===== src/rtl/id_stage_pkg.sv =====
// ----------------------------------------------------------------------------
// RV32I_definitions
//   Shared RV32I decode definitions used by the ID stage and its register file.
//   Contents:
//     - base opcode constants (OP_*)
//     - imm_fmt_t   : immediate encoding selector
//     - id_ex_ctrl_t: control bits carried in the ID/EX pipeline register
//     - id_ex_t     : full ID/EX register payload (data + control)
//     - gen_imm()   : sign-extending immediate generator
// ----------------------------------------------------------------------------
package RV32I_definitions;

   localparam logic [6:0] OP_R      = 7'b0110011;
   localparam logic [6:0] OP_IMM    = 7'b0010011;
   localparam logic [6:0] OP_LOAD   = 7'b0000011;
   localparam logic [6:0] OP_STORE  = 7'b0100011;
   localparam logic [6:0] OP_BRANCH = 7'b1100011;
   localparam logic [6:0] OP_JAL    = 7'b1101111;
   localparam logic [6:0] OP_JALR   = 7'b1100111;
   localparam logic [6:0] OP_LUI    = 7'b0110111;
   localparam logic [6:0] OP_AUIPC  = 7'b0010111;

   typedef enum logic [2:0] {
      IMM_NONE,
      IMM_I,
      IMM_S,
      IMM_B,
      IMM_U,
      IMM_J
   } imm_fmt_t;

   typedef struct packed {
      logic reg_wr;
      logic mem_rd;
      logic mem_wr;
      logic alu_src_imm;
      logic branch;
      logic jalr;
   } id_ex_ctrl_t;

   localparam id_ex_ctrl_t CTRL_BUBBLE = '0;

   typedef struct packed {
      logic [31:0] pc;
      logic [31:0] imm;
      logic [31:0] rs1_data;
      logic [31:0] rs2_data;
      logic [4:0]  rs1;
      logic [4:0]  rs2;
      logic [4:0]  rd;
      logic [6:0]  opcode;
      logic [2:0]  funct3;
      logic        funct7b5;
      id_ex_ctrl_t ctrl;
   } id_ex_t;

   // Takes instruction bits [31:7]; the opcode field never feeds an immediate.
   // All formats sign-extend from instruction bit 31; B and J have LSB 0.
   function automatic logic [31:0] gen_imm(input logic [31:7] ib, input imm_fmt_t fmt);
      logic [31:0] imm;
      case (fmt)
         IMM_I:   imm = {{20{ib[31]}}, ib[31:20]};
         IMM_S:   imm = {{20{ib[31]}}, ib[31:25], ib[11:7]};
         IMM_B:   imm = {{19{ib[31]}}, ib[31], ib[7], ib[30:25], ib[11:8], 1'b0};
         IMM_U:   imm = {ib[31:12], 12'b0};
         IMM_J:   imm = {{11{ib[31]}}, ib[31], ib[19:12], ib[20], ib[30:21], 1'b0};
         default: imm = '0;
      endcase
      return imm;
   endfunction

endpackage


===== src/rtl/id_stage_regfile.sv =====
// ----------------------------------------------------------------------------
// regfile_2r1w
//   32-entry flop-array register file: two asynchronous read ports, one
//   synchronous write port. x0 is hardwired to zero. A write in the same
//   cycle as a read of the same (nonzero) register returns the new data.
//   Ports:
//     Clk, Reset_n            : clock, synchronous active-low reset (clears all)
//     wr_en, wr_addr, wr_data : write port (posedge)
//     rd1_addr -> rd1_data    : read port 1 (combinational)
//     rd2_addr -> rd2_data    : read port 2 (combinational)
// ----------------------------------------------------------------------------
module regfile_2r1w
   import RV32I_definitions::*;
#(
   parameter int DATA_W = 32,
   parameter int ADDR_W = 5
) (
   input  logic              Clk,
   input  logic              Reset_n,
   input  logic              wr_en,
   input  logic [ADDR_W-1:0] wr_addr,
   input  logic [DATA_W-1:0] wr_data,
   input  logic [ADDR_W-1:0] rd1_addr,
   output logic [DATA_W-1:0] rd1_data,
   input  logic [ADDR_W-1:0] rd2_addr,
   output logic [DATA_W-1:0] rd2_data
);

   localparam int DEPTH = 1 << ADDR_W;

   logic [DATA_W-1:0] regs_q [DEPTH];
   logic [DATA_W-1:0] regs_d [DEPTH];

   // Writes to x0 are dropped here, so entry 0 stays at its reset value of 0.
   always_comb begin
      regs_d = regs_q;
      if (wr_en && (wr_addr != '0)) begin
         regs_d[wr_addr] = wr_data;
      end
   end

   always_ff @(posedge Clk) begin
      if (!Reset_n) begin
         for (int i = 0; i < DEPTH; i++) begin
            regs_q[i] <= '0;
         end
      end else begin
         regs_q <= regs_d;
      end
   end

   assign rd1_data = (rd1_addr == '0)                    ? '0      :
                     (wr_en && (wr_addr == rd1_addr))    ? wr_data :
                                                           regs_q[rd1_addr];

   assign rd2_data = (rd2_addr == '0)                    ? '0      :
                     (wr_en && (wr_addr == rd2_addr))    ? wr_data :
                                                           regs_q[rd2_addr];

endmodule


===== src/rtl/id_stage.sv =====
// ----------------------------------------------------------------------------
// id_stage
//   RV32I instruction-decode stage. Decodes the fetched instruction, reads the
//   register file (with WB bypass), resolves JAL back to fetch, detects
//   load-use hazards and registers the result into the ID/EX register.
//   Ports:
//     Clk, Reset_n                 : clock, synchronous active-low reset
//     IF_PC, IF_Instruction        : aligned fetch outputs
//     EX_PC_Branch                 : taken branch/JALR in EX, squashes decode
//     WB_Reg_wr, WB_Rd, WB_Rd_data : register-file write port
//     ID_Jump, ID_PC_dest          : combinational JAL redirect to fetch
//     ID_Stall                     : combinational load-use stall to fetch
//     ID_IF_Flush                  : registered kill of the jump-shadow fetch
//     ID_* (remaining)             : ID/EX pipeline register outputs
// ----------------------------------------------------------------------------
module id_stage
   import RV32I_definitions::*;
#(
   parameter int REG_DATA_WIDTH = 32,
   parameter int REG_ADDR_WIDTH = 5
) (
   input  logic                      Clk,
   input  logic                      Reset_n,
   input  logic [REG_DATA_WIDTH-1:0] IF_PC,
   input  logic [31:0]               IF_Instruction,
   input  logic                      EX_PC_Branch,
   input  logic                      WB_Reg_wr,
   input  logic [REG_ADDR_WIDTH-1:0] WB_Rd,
   input  logic [REG_DATA_WIDTH-1:0] WB_Rd_data,
   output logic                      ID_Jump,
   output logic [REG_DATA_WIDTH-1:0] ID_PC_dest,
   output logic                      ID_Stall,
   output logic                      ID_IF_Flush,
   output logic [REG_DATA_WIDTH-1:0] ID_PC,
   output logic [REG_DATA_WIDTH-1:0] ID_Imm,
   output logic [REG_DATA_WIDTH-1:0] ID_Rs1_data,
   output logic [REG_DATA_WIDTH-1:0] ID_Rs2_data,
   output logic [REG_ADDR_WIDTH-1:0] ID_Rs1,
   output logic [REG_ADDR_WIDTH-1:0] ID_Rs2,
   output logic [REG_ADDR_WIDTH-1:0] ID_Rd,
   output logic [6:0]                ID_Opcode,
   output logic [2:0]                ID_Funct3,
   output logic                      ID_Funct7b5,
   output logic                      ID_Reg_wr,
   output logic                      ID_Mem_rd,
   output logic                      ID_Mem_wr,
   output logic                      ID_Alu_src_imm,
   output logic                      ID_Branch,
   output logic                      ID_Jalr
);

   logic [6:0]                opcode;
   logic [REG_ADDR_WIDTH-1:0] rs1;
   logic [REG_ADDR_WIDTH-1:0] rs2;
   logic [REG_ADDR_WIDTH-1:0] rd;

   id_ex_ctrl_t dec_ctrl;
   imm_fmt_t    dec_fmt;
   logic        dec_valid;
   logic        rs1_used;
   logic        rs2_used;
   logic        is_jal;

   logic [REG_DATA_WIDTH-1:0] dec_imm;
   logic [REG_DATA_WIDTH-1:0] j_imm;
   logic [REG_DATA_WIDTH-1:0] rs1_rdata;
   logic [REG_DATA_WIDTH-1:0] rs2_rdata;

   id_ex_t id_ex_d;
   id_ex_t id_ex_q;
   logic   jump_shadow_d;
   logic   jump_shadow_q;

   assign opcode = IF_Instruction[6:0];
   assign rd     = IF_Instruction[11:7];
   assign rs1    = IF_Instruction[19:15];
   assign rs2    = IF_Instruction[24:20];

   // Opcode class decode. Anything unrecognised is not valid and becomes a
   // bubble in the ID/EX register.
   always_comb begin
      dec_ctrl  = CTRL_BUBBLE;
      dec_fmt   = IMM_NONE;
      dec_valid = 1'b1;
      rs1_used  = 1'b0;
      rs2_used  = 1'b0;
      is_jal    = 1'b0;
      case (opcode)
         OP_R: begin
            dec_ctrl.reg_wr = 1'b1;
            rs1_used        = 1'b1;
            rs2_used        = 1'b1;
         end
         OP_IMM: begin
            dec_ctrl.reg_wr      = 1'b1;
            dec_ctrl.alu_src_imm = 1'b1;
            dec_fmt              = IMM_I;
            rs1_used             = 1'b1;
         end
         OP_LOAD: begin
            dec_ctrl.reg_wr      = 1'b1;
            dec_ctrl.mem_rd      = 1'b1;
            dec_ctrl.alu_src_imm = 1'b1;
            dec_fmt              = IMM_I;
            rs1_used             = 1'b1;
         end
         OP_STORE: begin
            dec_ctrl.mem_wr      = 1'b1;
            dec_ctrl.alu_src_imm = 1'b1;
            dec_fmt              = IMM_S;
            rs1_used             = 1'b1;
            rs2_used             = 1'b1;
         end
         OP_BRANCH: begin
            dec_ctrl.branch = 1'b1;
            dec_fmt         = IMM_B;
            rs1_used        = 1'b1;
            rs2_used        = 1'b1;
         end
         OP_JAL: begin
            // Reg_wr lets EX write the link address PC+4 into rd.
            dec_ctrl.reg_wr = 1'b1;
            dec_fmt         = IMM_J;
            is_jal          = 1'b1;
         end
         OP_JALR: begin
            dec_ctrl.reg_wr      = 1'b1;
            dec_ctrl.jalr        = 1'b1;
            dec_ctrl.alu_src_imm = 1'b1;
            dec_fmt              = IMM_I;
            rs1_used             = 1'b1;
         end
         OP_LUI, OP_AUIPC: begin
            dec_ctrl.reg_wr      = 1'b1;
            dec_ctrl.alu_src_imm = 1'b1;
            dec_fmt              = IMM_U;
         end
         default: begin
            dec_valid = 1'b0;
         end
      endcase
   end

   assign dec_imm = gen_imm(IF_Instruction[31:7], dec_fmt);
   assign j_imm   = gen_imm(IF_Instruction[31:7], IMM_J);

   // Redirect target is always presented; ID_Jump qualifies it.
   assign ID_PC_dest = IF_PC + j_imm;

   // A JAL sitting in the jump shadow is the wrong-path fetch after a taken
   // JAL and must not redirect again.
   assign ID_Jump = is_jal && !EX_PC_Branch && !jump_shadow_q;

   // Load-use: the load now in ID/EX cannot forward its data in time.
   assign ID_Stall = id_ex_q.ctrl.mem_rd && (id_ex_q.rd != '0) &&
                     ((rs1_used && (id_ex_q.rd == rs1)) ||
                      (rs2_used && (id_ex_q.rd == rs2))) &&
                     !EX_PC_Branch;

   regfile_2r1w #(
      .DATA_W (REG_DATA_WIDTH),
      .ADDR_W (REG_ADDR_WIDTH)
   ) u_regfile (
      .Clk      (Clk),
      .Reset_n  (Reset_n),
      .wr_en    (WB_Reg_wr),
      .wr_addr  (WB_Rd),
      .wr_data  (WB_Rd_data),
      .rd1_addr (rs1),
      .rd1_data (rs1_rdata),
      .rd2_addr (rs2),
      .rd2_data (rs2_rdata)
   );

   // ID/EX next value: squash, stall and shadow all insert an all-zero bubble.
   always_comb begin
      id_ex_d = '0;
      if (!EX_PC_Branch && !ID_Stall && !jump_shadow_q && dec_valid) begin
         id_ex_d.pc       = IF_PC;
         id_ex_d.imm      = dec_imm;
         id_ex_d.rs1_data = rs1_rdata;
         id_ex_d.rs2_data = rs2_rdata;
         id_ex_d.rs1      = rs1;
         id_ex_d.rs2      = rs2;
         id_ex_d.rd       = rd;
         id_ex_d.opcode   = opcode;
         id_ex_d.funct3   = IF_Instruction[14:12];
         id_ex_d.funct7b5 = IF_Instruction[30];
         id_ex_d.ctrl     = dec_ctrl;
      end
   end

   assign jump_shadow_d = ID_Jump;

   always_ff @(posedge Clk) begin
      if (!Reset_n) begin
         id_ex_q       <= '0;
         jump_shadow_q <= 1'b0;
      end else begin
         id_ex_q       <= id_ex_d;
         jump_shadow_q <= jump_shadow_d;
      end
   end

   assign ID_IF_Flush    = jump_shadow_q;
   assign ID_PC          = id_ex_q.pc;
   assign ID_Imm         = id_ex_q.imm;
   assign ID_Rs1_data    = id_ex_q.rs1_data;
   assign ID_Rs2_data    = id_ex_q.rs2_data;
   assign ID_Rs1         = id_ex_q.rs1;
   assign ID_Rs2         = id_ex_q.rs2;
   assign ID_Rd          = id_ex_q.rd;
   assign ID_Opcode      = id_ex_q.opcode;
   assign ID_Funct3      = id_ex_q.funct3;
   assign ID_Funct7b5    = id_ex_q.funct7b5;
   assign ID_Reg_wr      = id_ex_q.ctrl.reg_wr;
   assign ID_Mem_rd      = id_ex_q.ctrl.mem_rd;
   assign ID_Mem_wr      = id_ex_q.ctrl.mem_wr;
   assign ID_Alu_src_imm = id_ex_q.ctrl.alu_src_imm;
   assign ID_Branch      = id_ex_q.ctrl.branch;
   assign ID_Jalr        = id_ex_q.ctrl.jalr;

endmodule

===== config.mk =====
export PLATFORM = sky130hd
export DESIGN_NAME = id_stage
export DESIGN_NICKNAME = d
export VERILOG_FILES = /design/src/rtl/id_stage_pkg.sv /design/src/rtl/id_stage_regfile.sv /design/src/rtl/id_stage.sv
export SDC_FILE = /design/constraint.sdc
export NUM_CORES = 2
export LEC_CHECK = 0
export CORE_ASPECT_RATIO = 0.75
export CORE_MARGIN = 2
export CORE_UTILIZATION = 34
export DETAILED_ROUTE_END_ITERATION = 6
export GPL_TIMING_DRIVEN = 1
export SETUP_SLACK_MARGIN = 0.15
export SYNTH_ARGS = -nofsm -noshare
export SYNTH_HDL_FRONTEND = slang
export SYNTH_SLANG_ARGS = --single-unit
export TNS_END_PERCENT = 20

===== constraint.sdc =====
create_clock -name Clk -period 8 [get_ports Clk]
set_clock_uncertainty 0.05 [all_clocks]
set_input_delay 2.4 -clock Clk [delete_from_list [all_inputs] [get_ports Clk]]
set_output_delay 2.4 -clock Clk [all_outputs]
set_load 0.02 [all_outputs]

==> results <==
- The die covers 183000 µm².
- STA puts the critical path data arrival time at 5.43 ns.
- The max-slew violation count came to 0.
- The library cell used most frequently in the layout, excluding fill and tap cells, is nand2_1.
- The total number of yosys warnings is 0.
- The synthesized netlist occupies a cell area of 60900 µm².
- Prior to clock tree synthesis, the placed netlist has a worst setup slack of -0.169 ns.
- The first global-routing pass estimated 351000 µm of wire.
- The number of port buffers is 299.
- The kind of end point of the critical path is an output pin.
- The filler cell count in the final layout is 17300.
- The via count of the first global-routing pass was 48100.
- Setup slack on the critical path of the routed design comes to 0.125 ns.
- The internal power summed over all cells is 9750 µW.
- Cells with a size suffix above 1 make up 17.1% of the layout.
- The total overflow reported by the global router is 0.
- The total area of multi-input combinational cells is 34600 µm².
- In this run, the number of DRC markers left after iteration 0 of detailed routing was 6836.
- The number of buffers added by the clock tree synthesis step is 117.
- The CTS tree is done.
- The post-synthesis net count is 6442.
- The number of hold violations in the final report is 0.
- The share of flip-flops with an asynchronous set or reset is 0%.
- The worst hold slack after final layout is 0.425 ns.
- For this design, the CTS-stage hold fixing added 0 buffers.
- The number of enable flip-flop cells after synthesis is 0.
- For this design the ratio of total power to cell area is 189 nW/µm².
- The clock period minus final worst setup slack is 7.88 ns.
- The leakage dissipation is 0.0227 µW.
- The top cell type's share of synthesized area is 39.0%.
- The pin count of the biggest net entering global routing is 281.
- In this run the deepest clock path goes through 3 buffers.
- A synthesized cell averages 9.66 µm².
- The clock transition at the registers of the reported paths is 0.06 ns.
- The cell count after synthesis is 6306.
- The predominant post-synthesis flop cell is dfxtp_1.
- The total clock sinks is 1185.
- The placer's final routability congestion estimate is 0.934.
- The classification of the worst-slack hold path is reg -> reg.
- The proportion of total power due to net switching is 26.4%.
- The final-stage net count is 6399.
- STA classifies the critical path startpoint as a primary input.
- The largest total area in the synthesized netlist belongs to dfxtp_1.
- For this run, the top clock speed supported by timing is 0.127 GHz.
- The remaining number of nets flagged by the antenna check after routing is 0.
- The worst-case vdd ir drop is 0.188 mV.
- The die is 370 µm tall.
- The netlist uses 72 different library cells.
- The number of placed I/O pins is 300.
- Along the worst path, the maximum fanout reaches 4.
- Setup violations remaining at the end of the flow were counted as 0.
- After synthesis, the cell types taking the most area are dfxtp_1 (39%), mux4_2 (22%), nand2_1 (13%), a21boi_0 (12%), clkbuf_1 (2.8%).
- Before antenna repair, the detailed router went through 6 iterations.
- The proportion of power drawn by the clock network is 45.0%.
- The tool flagged a number of max-cap violations equal to 0.
- The critical path data required time is 5.55 ns.
- The switching power is 3500 µW.
- Synthesis inferred 1185 register bits.
- The slew at the pin closest to its max-slew limit is 1.38 ns.
- The period utilization is 98.4%.
- The run finished with clean final reports.
- The routed layout has 51300 vias.
- The tree is rooted in a clkbuf_16.
- The number of antenna violations at the first check in global routing is 13.
- The type of the setup path with the least slack is in -> out.
- The final wirelength is 247000 µm.
- The H-tree generated during clock tree synthesis spans 3 levels.
- The width of the die is 493 µm.
- In the routed layout, each cell is associated on average with a via count of 5.86.
- The initial core utilization is 34.2%.
- Setup repair after global routing could not meet its margin everywhere.
- The clock latency of the later-clocked register in the worst-skew pair is 0.79 ns.
- The portion of total power attributed to sequential cells is 45.0%.
- The post-layout utilization of the core is 39.3%.
- The post-DP HPWL is 143000 µm.
- In the final layout, flip-flops and latches occupy 23700 µm².
- The area of the placeable core is 178000 µm².
- The area growth from synthesis to layout is 14.9%.
- Row generation in the floorplan step produced 134 rows.
- The mean routed wirelength per cell is 28.3 µm.
- The number of DRC violations after detailed routing is 0.
- In the layout the commonest cells are nand2_1 (2033), dfxtp_1 (1185), a21boi_0 (994).
- The share of power burned in combinational logic is 9.9%.
- For this run, the register share of the synthesized area comes to 39.0%.
- Headroom to the max-slew limit came out at 7.67%.
- The total track usage is 26.2%.
- The buffer count from post-CTS setup fixing is 0.
[critical path, cell delays in order]
cell             delay [ns]
clkdlybuf4s50_1        0.50
ha_2                   0.22
inv_1                  0.06
fa_1                   0.39
nand2b_1               0.18
a211o_1                0.29
nand2_1                0.13
a2111oi_4              0.11
o31a_1                 0.32
buf_4                  0.15
xnor2_1                0.28
dlygate4sd2_1          0.38
[stage by stage]
stage | std cells | power, µW | TNS (ns) | cell area [µm²]
2_1_floorplan | 6306 | 6890 | 0 | 60900
3_3_place_gp | 8524 | 7390 | -0.999 | 65900
3_5_place_dp | 8524 | 7390 | -0.997 | 65900
4_1_cts | 8745 | 13300 | 0 | 70000
5_1_grt | 8747 | 13600 | 0 | 70000
6_report | 8755 | 13200 | 0 | 70000
[power groups by stage]
stage	logic [µW]	registers, µW	clock network, µW
floorplan	793	6090	0
global placement	1300	6090	0
detailed placement	1300	6100	0
CTS	1290	5960	6020
global route	1370	5970	6260
finish	1320	5960	5970
[layout make-up]
type                       instances  area share (%)
multi-input combinational       4461            49.5
inverter                          13          0.0733
antenna                           10          0.0358
sequential                      1185            33.9
timing repair buffer             485            6.47
clock inverter                    54           0.935
clock buffer                     167            4.88
tap                             2380            4.25
[cells in the mapped netlist, types with 8 or more instances]
master,number
mux4_2,587
a211oi_1,62
a221oi_1,26
buf_2,83
a221o_1,9
a21o_1,8
a21boi_0,995
dfxtp_1,1185
and2_1,97
inv_1,13
buf_6,17
nor2_1,146
clkbuf_1,461
nand3_1,18
and3_1,14
buf_4,17
o22ai_1,8
buf_1,27
ha_1,30
xnor2_1,27
a22oi_1,13
nand2_1,2065
clkbuf_2,28
xor2_1,17
o21ai_0,31
mux2i_1,122
a21oi_1,65
nor3_1,18
[flip-flops by register name, summed over array words and instances, names as in the netlist, 7 cells and up]
signal and flops:
ID_Imm 32, u_regfile.regs_q 1024, ID_Rs1_data 32, ID_Rs2_data 32
ID_Opcode 7, ID_PC 32
[logic make-up (layout without fill, tap and decap cells)]
| logic type | Yosys count | after routing | synth area share (%) |
|---|---|---|---|
| xor+xnor | 44 | 44 | 0.633 |
| simple gates | 2413 | 2413 | 15.8 |
| mux | 710 | 710 | 23.7 |
| compound gates | 1263 | 1263 | 15.4 |
| other cells | 0 | 10 | 0 |
| buf+inv | 660 | 719 | 4.91 |
| fa+ha+maj | 31 | 31 | 0.649 |
| flops | 1185 | 1185 | 39.0 |
[per-layer routing]
layer  track usage [%]  wire (µm)  vias up
met5                 0         43        -
met3              7.44      31900      613
met1              35.9      98800    25200
met4              11.9      12100        6
met2              38.3     105000     3498
li1                  -          -    22000
[timing repair]
action | CTS | global route
gates resized for setup | 19 | 8
endpoints found under the setup margin | 13 | 18
gates cloned | 0 | 0
[worst paths after layout]
check | from | end | slack [ns] | cells after the start
max | IF_PC[1] | ID_PC_dest[17] | 0.12 | 12
min | u_regfile.regs_q[802] | u_regfile.regs_q[802] | 0.43 | 2
max reg2reg | ID_Rd[1] | ID_Rs1_data[21] | 4.31 | 8
min reg2reg | u_regfile.regs_q[802] | u_regfile.regs_q[802] | 0.43 | 2
Power figures use the tool's default switching activity.
